[src/rtl/hazard_scoreboard_pkg.sv]
// Shared constants and helpers for the Tuse/Tnew hazard scoreboard.
// An empty pipeline slot (bubble) is all-zero: a3 = 0 never matches a source.
package hazard_scoreboard_pkg;

  localparam int DEF_MULT_LAT = 5;
  localparam int DEF_DIV_LAT  = 10;

  localparam int BUBBLE_A3   = 0;
  localparam int BUBBLE_TNEW = 0;

  // Forward select: 0 = register file, k = forward from entry k-1.
  localparam int FWD_RF = 0;

  function automatic int fwd_code(input int entry_idx);
    return entry_idx + 1;
  endfunction

endpackage

[src/rtl/hazard_scoreboard_src_match.sv]
// Youngest-first match of one D-stage source against the in-flight destinations.
// Purely combinational; an unused source (Tuse all-ones) or $0 never matches.
module hazard_scoreboard_src_match
  import hazard_scoreboard_pkg::*;
#(
  parameter int REG_AW = 5,
  parameter int NSTAGE = 3,
  parameter int TW     = 2,
  parameter int SW     = 2
) (
  input  logic [NSTAGE-1:0][REG_AW-1:0] ent_a3_i,
  input  logic [NSTAGE-1:0][TW-1:0]     ent_tnew_i,
  input  logic [REG_AW-1:0]             src_i,
  input  logic [TW-1:0]                 tuse_i,
  output logic                          hz_o,
  output logic [SW-1:0]                 fwd_sel_o
);

  localparam logic [TW-1:0] TUSE_NONE = '1;

  logic          hit;
  logic [TW-1:0] hit_tnew;
  logic [SW-1:0] hit_sel;

  always_comb begin
    hit      = 1'b0;
    hit_tnew = '0;
    hit_sel  = SW'(FWD_RF);
    // Walk oldest to youngest so the youngest match is the one left standing.
    if (src_i != '0 && tuse_i != TUSE_NONE) begin
      for (int i = NSTAGE - 1; i >= 0; i--) begin
        if (ent_a3_i[i] == src_i) begin
          hit      = 1'b1;
          hit_tnew = ent_tnew_i[i];
          hit_sel  = SW'(fwd_code(i));
        end
      end
    end
    hz_o      = hit && (hit_tnew > tuse_i);
    fwd_sel_o = (hit && hit_tnew == '0) ? hit_sel : SW'(FWD_RF);
  end

endmodule

[src/rtl/hazard_scoreboard.sv]
// Tuse/Tnew stall/forward controller beside the D stage, with HI/LO busy counter,
// flush of E..W and a saturating stall-cycle counter. Hazard outputs are combinational.
module hazard_scoreboard
  import hazard_scoreboard_pkg::*;
#(
  parameter int REG_AW   = 5,
  parameter int NSTAGE   = 3,
  parameter int TW       = 2,
  parameter int MULT_LAT = DEF_MULT_LAT,
  parameter int DIV_LAT  = DEF_DIV_LAT,
  parameter int CW       = 4,
  parameter int PW       = 32,
  parameter int SW       = $clog2(NSTAGE + 1)
) (
  input  logic              clk,
  input  logic              reset,
  input  logic              flush,
  input  logic [REG_AW-1:0] d_rs,
  input  logic [REG_AW-1:0] d_rt,
  input  logic [TW-1:0]     d_tuse_rs,
  input  logic [TW-1:0]     d_tuse_rt,
  input  logic [REG_AW-1:0] d_a3,
  input  logic [TW-1:0]     d_tnew,
  input  logic              d_md_start,
  input  logic              d_md_div,
  input  logic              d_md_use,
  output logic              stall,
  output logic [SW-1:0]     fwd_rs_sel,
  output logic [SW-1:0]     fwd_rt_sel,
  output logic              md_busy,
  output logic [PW-1:0]     stall_cnt
);

  localparam logic [TW-1:0] TNEW_MAX = TW'(NSTAGE - 1);

  logic [NSTAGE-1:0][REG_AW-1:0] a3_q, a3_d;
  logic [NSTAGE-1:0][TW-1:0]     tnew_q, tnew_d;
  logic [CW-1:0]                 busy_q, busy_d;
  logic [PW-1:0]                 stall_cnt_q, stall_cnt_d;

  logic          hz_rs, hz_rt, hz_md;
  logic          accept;
  logic [TW-1:0] tnew_clamped;

  hazard_scoreboard_src_match #(.REG_AW(REG_AW), .NSTAGE(NSTAGE), .TW(TW), .SW(SW)) u_match_rs (
    .ent_a3_i   (a3_q),
    .ent_tnew_i (tnew_q),
    .src_i      (d_rs),
    .tuse_i     (d_tuse_rs),
    .hz_o       (hz_rs),
    .fwd_sel_o  (fwd_rs_sel)
  );

  hazard_scoreboard_src_match #(.REG_AW(REG_AW), .NSTAGE(NSTAGE), .TW(TW), .SW(SW)) u_match_rt (
    .ent_a3_i   (a3_q),
    .ent_tnew_i (tnew_q),
    .src_i      (d_rt),
    .tuse_i     (d_tuse_rt),
    .hz_o       (hz_rt),
    .fwd_sel_o  (fwd_rt_sel)
  );

  assign hz_md        = d_md_use && (busy_q != '0);
  assign stall        = (hz_rs || hz_rt || hz_md) && !flush;
  assign accept       = !stall && !flush;
  assign tnew_clamped = (d_tnew > TNEW_MAX) ? TNEW_MAX : d_tnew;
  assign md_busy      = (busy_q != '0);
  assign stall_cnt    = stall_cnt_q;

  always_comb begin
    a3_d   = '0;
    tnew_d = '0;
    for (int i = 1; i < NSTAGE; i++) begin
      a3_d[i]   = a3_q[i-1];
      tnew_d[i] = (tnew_q[i-1] != '0) ? tnew_q[i-1] - TW'(1) : '0;
    end
    // Flush empties E..W: entries shifting out of E are dropped too.
    if (flush) begin
      a3_d   = '0;
      tnew_d = '0;
    end
    if (accept) begin
      a3_d[0]   = d_a3;
      tnew_d[0] = tnew_clamped;
    end else begin
      a3_d[0]   = REG_AW'(BUBBLE_A3);
      tnew_d[0] = TW'(BUBBLE_TNEW);
    end

    busy_d = busy_q;
    if (d_md_start && accept) begin
      busy_d = d_md_div ? CW'(DIV_LAT) : CW'(MULT_LAT);
    end else if (busy_q != '0) begin
      busy_d = busy_q - CW'(1);
    end

    stall_cnt_d = stall_cnt_q;
    if (stall && stall_cnt_q != '1) begin
      stall_cnt_d = stall_cnt_q + PW'(1);
    end
  end

  always_ff @(posedge clk) begin
    if (reset) begin
      a3_q        <= '0;
      tnew_q      <= '0;
      busy_q      <= '0;
      stall_cnt_q <= '0;
    end else begin
      a3_q        <= a3_d;
      tnew_q      <= tnew_d;
      busy_q      <= busy_d;
      stall_cnt_q <= stall_cnt_d;
    end
  end

endmodule

[config.mk]
export PLATFORM = sky130hd
export DESIGN_NAME = hazard_scoreboard
export DESIGN_NICKNAME = d
export VERILOG_FILES = /design/src/rtl/hazard_scoreboard_pkg.sv /design/src/rtl/hazard_scoreboard_src_match.sv /design/src/rtl/hazard_scoreboard.sv
export SDC_FILE = /design/constraint.sdc
export NUM_CORES = 1
export LEC_CHECK = 0
export CAP_MARGIN = 30
export CORE_ASPECT_RATIO = 0.75
export CORE_UTILIZATION = 35
export CTS_CLUSTER_DIAMETER = 80
export DETAILED_ROUTE_END_ITERATION = 8
export PLACE_DENSITY_LB_ADDON = 0.12
export SYNTH_ARGS = -nofsm -noshare
export SYNTH_HDL_FRONTEND = slang
export SYNTH_SLANG_ARGS = --single-unit
[constraint.sdc]
create_clock -name clk -period 13.5 [get_ports clk]
set_input_delay 4.05 -clock clk [delete_from_list [all_inputs] [get_ports clk]]
set_output_delay 4.05 -clock clk [all_outputs]
set_load 0.03 [all_outputs]
# Yosys cells after proc, flatten, opt, wreduce, memory -nomap -nowiden
# Cells that the tools add are included.
dict set report word_totals {
  inputBits 27
  reg_bits 57
}
dict set report op_classes {
  bitwise 3
  muxes 30
  reduce_logical 28
  eq_ne 9
  n_addsub 4
  order_cmp 3
}
# cell n
set ops {}
lappend ops {{$mux W2} 19}
lappend ops {{$add A32 B1 Y32 const B} 1}
lappend ops {{$ne A32 B32 Y1 const B} 1}
lappend ops {{$eq A5 B5 Y1} 6}
lappend ops {{$mux W4} 3}
lappend ops {{$logic_and A1 B1 Y1} 11}
lappend ops {{$reduce_bool A5 Y1} 2}
lappend ops {{$reduce_or A3 Y1} 3}
lappend ops {{$mux W1} 8}
lappend ops {{$reduce_bool A2 Y1} 3}
lappend ops {{$gt A2 B2 Y1} 2}
lappend ops {{$logic_not A2 Y1} 2}
lappend ops {{$ne A2 B2 Y1 const B} 2}
lappend ops {{$reduce_bool A4 Y1} 1}
lappend ops {{$reduce_or A2 Y1} 2}
lappend ops {{$sub A2 B1 Y2 const B} 2}
lappend ops {{$sub A4 B1 Y4 const B} 1}
lappend ops {{$not A1 Y1} 3}
lappend ops {{$gt A2 B2 Y1 const B} 1}
lappend ops {{$logic_not A1 Y1} 2}
lappend ops {{$logic_or A1 B1 Y1} 2}

# Depth between registers and ports, before layout
# Gate-level depths: netlist of run 1.
dict set report depth {
  word_depth 14
  ltp_mapped 17
  mapped_depth_nobuf 14
}

# Hierarchy
# Synthesis of run 1 repeated with hierarchy kept, for this count alone.
dict set report unflattened {
  hier_cells 388
  hier_area_um2 3458.3
}
# module area_per_inst_um2 cells_per_inst instances
set modules_own_cells {}
lappend modules_own_cells {hazard_scoreboard 2660.1 288 1}
lappend modules_own_cells {hazard_scoreboard_src_match 399.1 50 2}

# Least setup slack after synthesis of run 1
# OpenSTA, ideal clock, no wires.
dict set report synth_path {
  path_type {input to output}
  from {in d_rs[4]}
  to {out stall}
  path_buffers 2
  t_arrival_ns 6.552
  cell_stages 13
  setup_slack_ns 2.898
  required_time_ns 9.450
  cell_sequence {xnor2_1 > nand3_1 > nor3_1 > nor2b_1 > a221oi_1 > or3_1 > ha_1 > a211oi_1 > o31ai_1 > and3_1 > buf_6 > clkbuf_1 > nor2_1}
}
dict set report synth_between {
  elab_chain_cells 10
  elab_cells_between_ends 18
  classes_between {order compare (1); eq/ne (3); mux (8); reduce/logical (6)}
}
# item line
set synth_rtl {}
lappend synth_rtl {{start, declared} hazard_scoreboard.sv:18} ;# input logic [REG_AW-1:0] d_rs,
lappend synth_rtl {{$eq A5 B5 Y1} hazard_scoreboard_src_match.sv:32} ;# if (ent_a3_i[i] == src_i) begin
lappend synth_rtl {{$mux W2 (3 in series)} hazard_scoreboard_src_match.sv:32}
lappend synth_rtl {{$mux W2} hazard_scoreboard_src_match.sv:30} ;# if (src_i != '0 && tuse_i != TUSE_NONE) begin
lappend synth_rtl {{$gt A2 B2 Y1} hazard_scoreboard_src_match.sv:39} ;# hz_o = hit && (hit_tnew > tuse_i);
lappend synth_rtl {{$logic_and A1 B1 Y1 (*)} hazard_scoreboard_src_match.sv:39}
lappend synth_rtl {{$logic_or A1 B1 Y1 (*) (2 in series)} hazard_scoreboard.sv:64} ;# assign stall = (hz_rs || hz_rt || hz_md) && !flush;
lappend synth_rtl {{$logic_and A1 B1 Y1 (*)} hazard_scoreboard.sv:64}
lappend synth_rtl {{end, declared} hazard_scoreboard.sv:27} ;# output logic stall,
# Mark *: on every way between the ends. The rest lies on a longest branch, timed or not.

# Worst setup path after layout of run 1
# Ends and elaborated chain as after synthesis.

==> impl_metrics.env, run 1 <==
export IMPL_status="finished clean"
export IMPL_die_area_um2=9969
export IMPL_gp_congestion=0.8785
export IMPL_wl_per_cell_um=14.54
export IMPL_cts_sinks=57
export IMPL_cp_arrival_ns=7.52
export IMPL_synth_edf_count=0
export IMPL_grt_max_degree=63
export IMPL_slowest_delay_ns=0.67
export IMPL_setup_violations_final=0
export IMPL_cts_path_max_buffers=2
export IMPL_die_h_um=86.72
export IMPL_cap_viol_max_count=0
export IMPL_vias_per_cell=5.301
export IMPL_worstReg2RegStart="a3_q[14]"
export IMPL_synth_area_leaders="dfxtp_1 (34%), xor2_1 (4.4%), xnor2_1 (3.9%)"
export IMPL_vias=3133
export IMPL_track_usage_pct=18.25
export IMPL_grt_overflow=0
export IMPL_reg2reg_slack_ns=9.71
export IMPL_pwr_share_clk_pct=42.6
export IMPL_numCtsBuffers=9
export IMPL_critPathBufInv=2
export IMPL_drtAntennaViolNets=0
export IMPL_tightestPinTransition_ns=1.039
export IMPL_cts_tree="done"
export IMPL_ctsResizeCount=0
export IMPL_final_nets=495
export IMPL_drt_iter0_drc=247
export IMPL_worstPathMaxFanout=4
export IMPL_drive_gt1_share_pct=7.991
export IMPL_grt_pass1_vias=2855
export IMPL_cts_root_buf="clkbuf_16"
export IMPL_drv_slew=0
export IMPL_yosys_area_top_type="dfxtp_1"
export IMPL_p_int_mw=0.3720
export IMPL_min_period_ns=11.57
export IMPL_final_hold_violation_count=0
export IMPL_p_leak_nw=1.559
export IMPL_setup_tns_ns=0
export IMPL_min_path_type="reg -> reg"
export IMPL_min_from="tnew_q[0]"
export IMPL_synth_avg_cell_area_um2=8.311
export IMPL_start_util_pct=36.57
export IMPL_layout_cells_non_filler=591
export IMPL_syn_cell_area_um2=3349
export IMPL_required_ns=9.45
export IMPL_hold_end="tnew_q[2]"
export IMPL_power_density_nw_per_um2=120.7
export IMPL_layout_common_cells="clkdlybuf4s50_1 (63), dfxtp_1 (57), nor2_1 (33)"
export IMPL_p_comb_share_pct=22.1
export IMPL_yosys_warnings=0
export IMPL_core_region_area_um2=9159
export IMPL_antenna_found_initial=0
export IMPL_drtPass1Iterations=5
export IMPL_insertion_delay_ns=0.32
export IMPL_ys_flop_type="dfxtp_1"
export IMPL_hold_buffers=0
export IMPL_ys_seq_area_share_pct=34.07
export IMPL_finClkSkew_ns=0.01068
export IMPL_critPathTopFamily="simple AND/OR/NAND/NOR gates"
export IMPL_port_buffers=64
export IMPL_grt_pass1_wl_mm=14.10
export IMPL_pre_cts_slack_ns=1.955
export IMPL_fp_dieW_um=115.0
export IMPL_dp_hpwl_mm=6.215
export IMPL_cp_cell_sequence="clkdlybuf4s50_1 > xnor2_1 > nand3_1 > nor3_1 > nor2b_1 > a221oi_1 > or3_1 > ha_1 > a211oi_1 > o31ai_1 > and3_2 > nor2_1 > clkdlybuf4s50_1"
export IMPL_final_common_cell="clkdlybuf4s50_1"
export IMPL_reg2regPathDepth=13
export IMPL_critical_path_slowest_cell="clkdlybuf4s50_1"
export IMPL_drc=0
export IMPL_synth_cell_types=49
export IMPL_switchingPower_mw=0.1528
export IMPL_post_cts_buffers=0
export IMPL_critical_path_class="in -> out"
export IMPL_rsz0062_at_grt="false"
export IMPL_fp_row_count=30
export IMPL_ys_async_sr_fraction_pct=0
export IMPL_start_kind="primary input"
export IMPL_yosys_register_bits=57
export IMPL_fmax_mhz=86.45
export IMPL_worst_path_most_repeated_cell="clkdlybuf4s50_1"
export IMPL_final_util_pct=47.47
export IMPL_path_clk_slew_ns=0.05
export IMPL_ir_drop_v=0.00005724
export IMPL_worstHoldPathCells=1
export IMPL_cts_max_level=3
export IMPL_fin_ws_ns=1.933
export IMPL_max_slew_margin_rel_pct=30.70
export IMPL_dp_cells=576
export IMPL_drt_wl_total_mm=8.591
export IMPL_switching_share_pct=29.12
export IMPL_syn_inst=403
export IMPL_end_kind="output port"
export IMPL_synth_nets=439
export IMPL_p_seq_share_pct=35.3
export IMPL_yosysTopAreaCellShare_pct=34.07
export IMPL_area_growth_pct=29.81
export IMPL_diodes=0
export IMPL_r2r_end="stall_cnt[3]"
export IMPL_fin_crit_sh_pct=85.68
export IMPL_ioPinCount=65
-- metrics by stage --
| stage | hold WS, ns | power, mW | area, µm² |
|---|---|---|---|
| 2_1_floorplan | 0.4417 | 0.2793 | 3349 |
| 3_3_place_gp | 0.4878 | 0.3018 | 4051 |
| 3_5_place_dp | 0.4890 | 0.3042 | 4051 |
| 4_1_cts | 0.4881 | 0.5309 | 4348 |
| 5_1_grt | 0.5252 | 0.5519 | 4348 |
| 6_report | 0.4932 | 0.5248 | 4348 |
-- cell usage after synthesis (2+ instances only) --
cell,n
a211oi_1,2
a21oi_1,25
a221oi_1,2
and2_1,15
and3_1,13
buf_2,7
buf_6,2
clkbuf_1,11
dfxtp_1,57
ha_1,9
inv_1,15
mux2_1,2
mux2_2,10
nand2_1,19
nand2b_1,4
nand3_1,18
nand4_1,9
nand4b_1,3
nor2_1,33
nor2b_1,15
nor3_1,17
nor4_1,9
o21ai_0,8
o21ai_1,2
o31ai_1,17
o41ai_1,5
or3_1,8
or4_1,14
or4b_1,2
xnor2_1,15
xor2_1,17
-- worst register-to-register path: stages, from the launching register on --
cell and delay, ns:
dfxtp_1 0.37, xnor2_1 0.14, nand3_1 0.10, nor3_1 0.34
nor2b_1 0.27, a221oi_1 0.13, or3_1 0.34, ha_1 0.28
a211oi_1 0.20, o31ai_1 0.13, and3_2 0.23, buf_4 0.29
or4_2 0.75, a21oi_1 0.17
-- registers in the layout, indices dropped and copies added (netlist names) --
name / cells
busy_q: 4
a3_q: 15
stall_cnt: 32
tnew_q: 6
-- metal layers --
layer | track usage [%] | wire (µm)
met5 | 0 | 0
met2 | 26.40 | 3528
met4 | 4.368 | 60
met1 | 27.07 | 4589
met3 | 4.196 | 413
-- how the worst max path moves through the flow --
stage	startpoint	end	slack, ns	cells past startpoint
floorplan	d_rs[4]	stall	2.90	13
global placement	d_rs[4]	stall	2.04	13
detailed placement	d_rs[4]	stall	1.95	13
CTS	d_rs[4]	stall	1.95	13
global route	d_rs[2]	stall	1.72	13
finish	d_rs[4]	stall	1.93	13
-- kinds of logic after synthesis --
group | count (synthesis) | share of synthesized area, %
AO/OA/AOI/OAI | 63 | 11.69
XOR/XNOR | 32 | 8.368
adder cells (fa/ha/maj) | 9 | 3.362
buffers and inverters | 37 | 5.192
flip-flops | 57 | 34.07
multiplexers | 13 | 4.333
AND/OR/NAND/NOR | 192 | 32.99
-- cell type report --
| type | count | area [µm²] |
|---|---|---|
| Clock buffer | 12 | 256.5 |
| Clock inverter | 3 | 40.04 |
| Fill cell | 929 | 4811 |
| Inverter | 15 | 56.30 |
| Multi-Input combinational cell | 309 | 2036 |
| Sequential cell | 57 | 1141 |
| Tap cell | 128 | 160.2 |
| Timing Repair Buffer | 67 | 658.1 |
-- power by group through the flow --
stage / clock network, mW / logic, mW / registers, mW
5_1_grt: 0.238 / 0.128 / 0.186
4_1_cts: 0.230 / 0.116 / 0.185
6_report: 0.224 / 0.116 / 0.185
3_5_place_dp: 0 / 0.116 / 0.189
3_3_place_gp: 0 / 0.114 / 0.188
2_1_floorplan: 0 / 0.0916 / 0.188
Power figures use the tool's default switching activity.
==> run 2: changes to the inputs <==
CAP_MARGIN = not set   (was 30)
CTS_BUF_LIST = sky130_fd_sc_hd__clkbuf_8 sky130_fd_sc_hd__clkbuf_16   (was not set)
GPL_TIMING_DRIVEN = 0   (was not set)
==> impl_metrics.env, run 2 (synthesized netlist as in run 1, its figures left out) <==
export IMPL_start_util_pct=36.57
export IMPL_gp_congestion=0.8463
export IMPL_drive_gt1_share_pct=9.129
export IMPL_setup_violations_final=0
export IMPL_worstSetupStartpoint="d_rs[4]"
export IMPL_grt_max_degree=12
export IMPL_min_path_type="reg -> reg"
export IMPL_cp_arrival_ns=8.09
export IMPL_cts_tree="done"
export IMPL_r2r_end="stall_cnt[24]"
export IMPL_dpl_cell_area_um2=4140
export IMPL_seq_area_um2=1141
export IMPL_fin_crit_sh_pct=89.90
export IMPL_tightestPinTransition_ns=0.6737
export IMPL_fp_dieW_um=115.0
export IMPL_reg2reg_slack_ns=9.72
export IMPL_power_density_nw_per_um2=130.8
export IMPL_min_period_ns=12.14
export IMPL_hold_end="tnew_q[4]"
export IMPL_final_nets=513
export IMPL_end_kind="output port"
export IMPL_min_from="tnew_q[2]"
export IMPL_final_common_cell="clkdlybuf4s50_1"
export IMPL_hold_buffers=0
export IMPL_final_hold_violation_count=0
export IMPL_cts_sinks=57
export IMPL_insertion_delay_ns=0.33
export IMPL_diodes=0
export IMPL_start_kind="primary input"
export IMPL_stdcell_area_um2=4484
export IMPL_critical_path_class="in -> out"
export IMPL_status="finished clean"
export IMPL_drt_wl_total_mm=9.626
export IMPL_holdWs_ns=0.4923
export IMPL_grt_pass1_wl_mm=15.72
export IMPL_fmax_mhz=82.40
export IMPL_vias_per_cell=5.225
export IMPL_setup_tns_ns=0
export IMPL_ir_drop_v=0.00008085
export IMPL_drt_iter0_drc=209
export IMPL_dp_hpwl_mm=7.176
export IMPL_worstHoldPathCells=1
export IMPL_ioPinCount=65
export IMPL_multi_input_area_um2=2034
export IMPL_die_area_um2=9969
export IMPL_final_util_pct=48.96
export IMPL_numCtsBuffers=9
export IMPL_cts_root_buf="clkbuf_16"
export IMPL_worstReg2RegStart="a3_q[11]"
export IMPL_area_growth_pct=33.88
export IMPL_nFillCells=956
export IMPL_fp_row_count=30
export IMPL_required_ns=9.45
export IMPL_drc=0
export IMPL_drtPass1Iterations=5
export IMPL_reg2regPathDepth=14
export IMPL_antenna_found_initial=0
export IMPL_path_clk_slew_ns=0.05
export IMPL_drtAntennaViolNets=0
export IMPL_worstPathMaxFanout=10
export IMPL_die_h_um=86.72
export IMPL_vias=3187
export IMPL_cap_viol_max_count=0
export IMPL_cts_path_max_buffers=2
export IMPL_largest_reg_flops=32
export IMPL_max_slew_margin_rel_pct=55.08
export IMPL_cts_max_level=3
export IMPL_drv_slew=0
export IMPL_finClkSkew_ns=0.005285
export IMPL_layout_common_cells="clkdlybuf4s50_1 (63), dfxtp_1 (57), nor2_1 (33)"
export IMPL_core_region_area_um2=9159
export IMPL_track_usage_pct=20.81
export IMPL_port_buffers=63
export IMPL_grt_overflow=0
export IMPL_p_leak_nw=1.613
export IMPL_wl_per_cell_um=15.78
export IMPL_post_cts_buffers=0
export IMPL_grt_pass1_vias=2951
export IMPL_rsz0062_at_grt="false"
export IMPL_ctsResizeCount=0
==> run 2: cell type report <==
cell class | instances | area share [%]
Buffer | 22 | 2.623
Inverter | 15 | 1.256
Clock buffer | 9 | 5.022
Clock inverter | 7 | 2.651
Tap cell | 128 | 3.571
Sequential cell | 57 | 25.45
Timing Repair Buffer | 63 | 14.06
Multi-Input combinational cell | 309 | 45.37
==> run 2: metrics by stage <==
stage	power [mW]	worst slack, ns	cells
3_3_place_gp	0.3272	1.462	594
4_1_cts	0.5921	1.429	610
3_5_place_dp	0.3289	1.445	594
2_1_floorplan	0.2793	2.898	403
5_1_grt	0.6152	1.078	610
6_report	0.5865	1.364	610
==> run 2: worst max-delay path by stage <==
stage | to | slack (ns)
after global routing | stall | 1.08
after detailed placement | stall | 1.44
after CTS | stall | 1.43
after global placement | stall | 1.46
after floorplan | stall | 2.90
final | stall | 1.36
==> run 2: power by group <==
group          switching (mW)  internal (mW)  total [mW]
clock                  0.0814          0.180       0.261
sequential            0.00735          0.177       0.185
combinational          0.0850         0.0556       0.141
==> run 2: layer usage <==
layer	GRT usage (%)	share of wire, %	vias up
met3	5.315	5.9	7
met4	4.959	0.68	0
li1	-	-	1619
met1	31.42	53	1470
met2	28.92	40	91
met5	0	0	-
==> run 2: worst max-delay path, cell delays in order <==
cell and delay (ns):
clkdlybuf4s50_1 0.58, xnor2_1 0.15, nand3_1 0.11, nor3_1 0.41
nor2b_1 0.29, a221oi_1 0.13, or3_1 0.34, ha_1 0.28
a211oi_1 0.23, o31ai_1 0.10, and3_1 0.19, buf_6 0.14
clkbuf_1 0.22, nor2_1 0.16, clkdlybuf4s50_1 0.68
==> run 3: changes to the inputs <==
CTS_CLUSTER_SIZE = 20   (was not set)
==> results of run 3 <==
The final DEF is identical to that of run 2; final timing and power are the same.
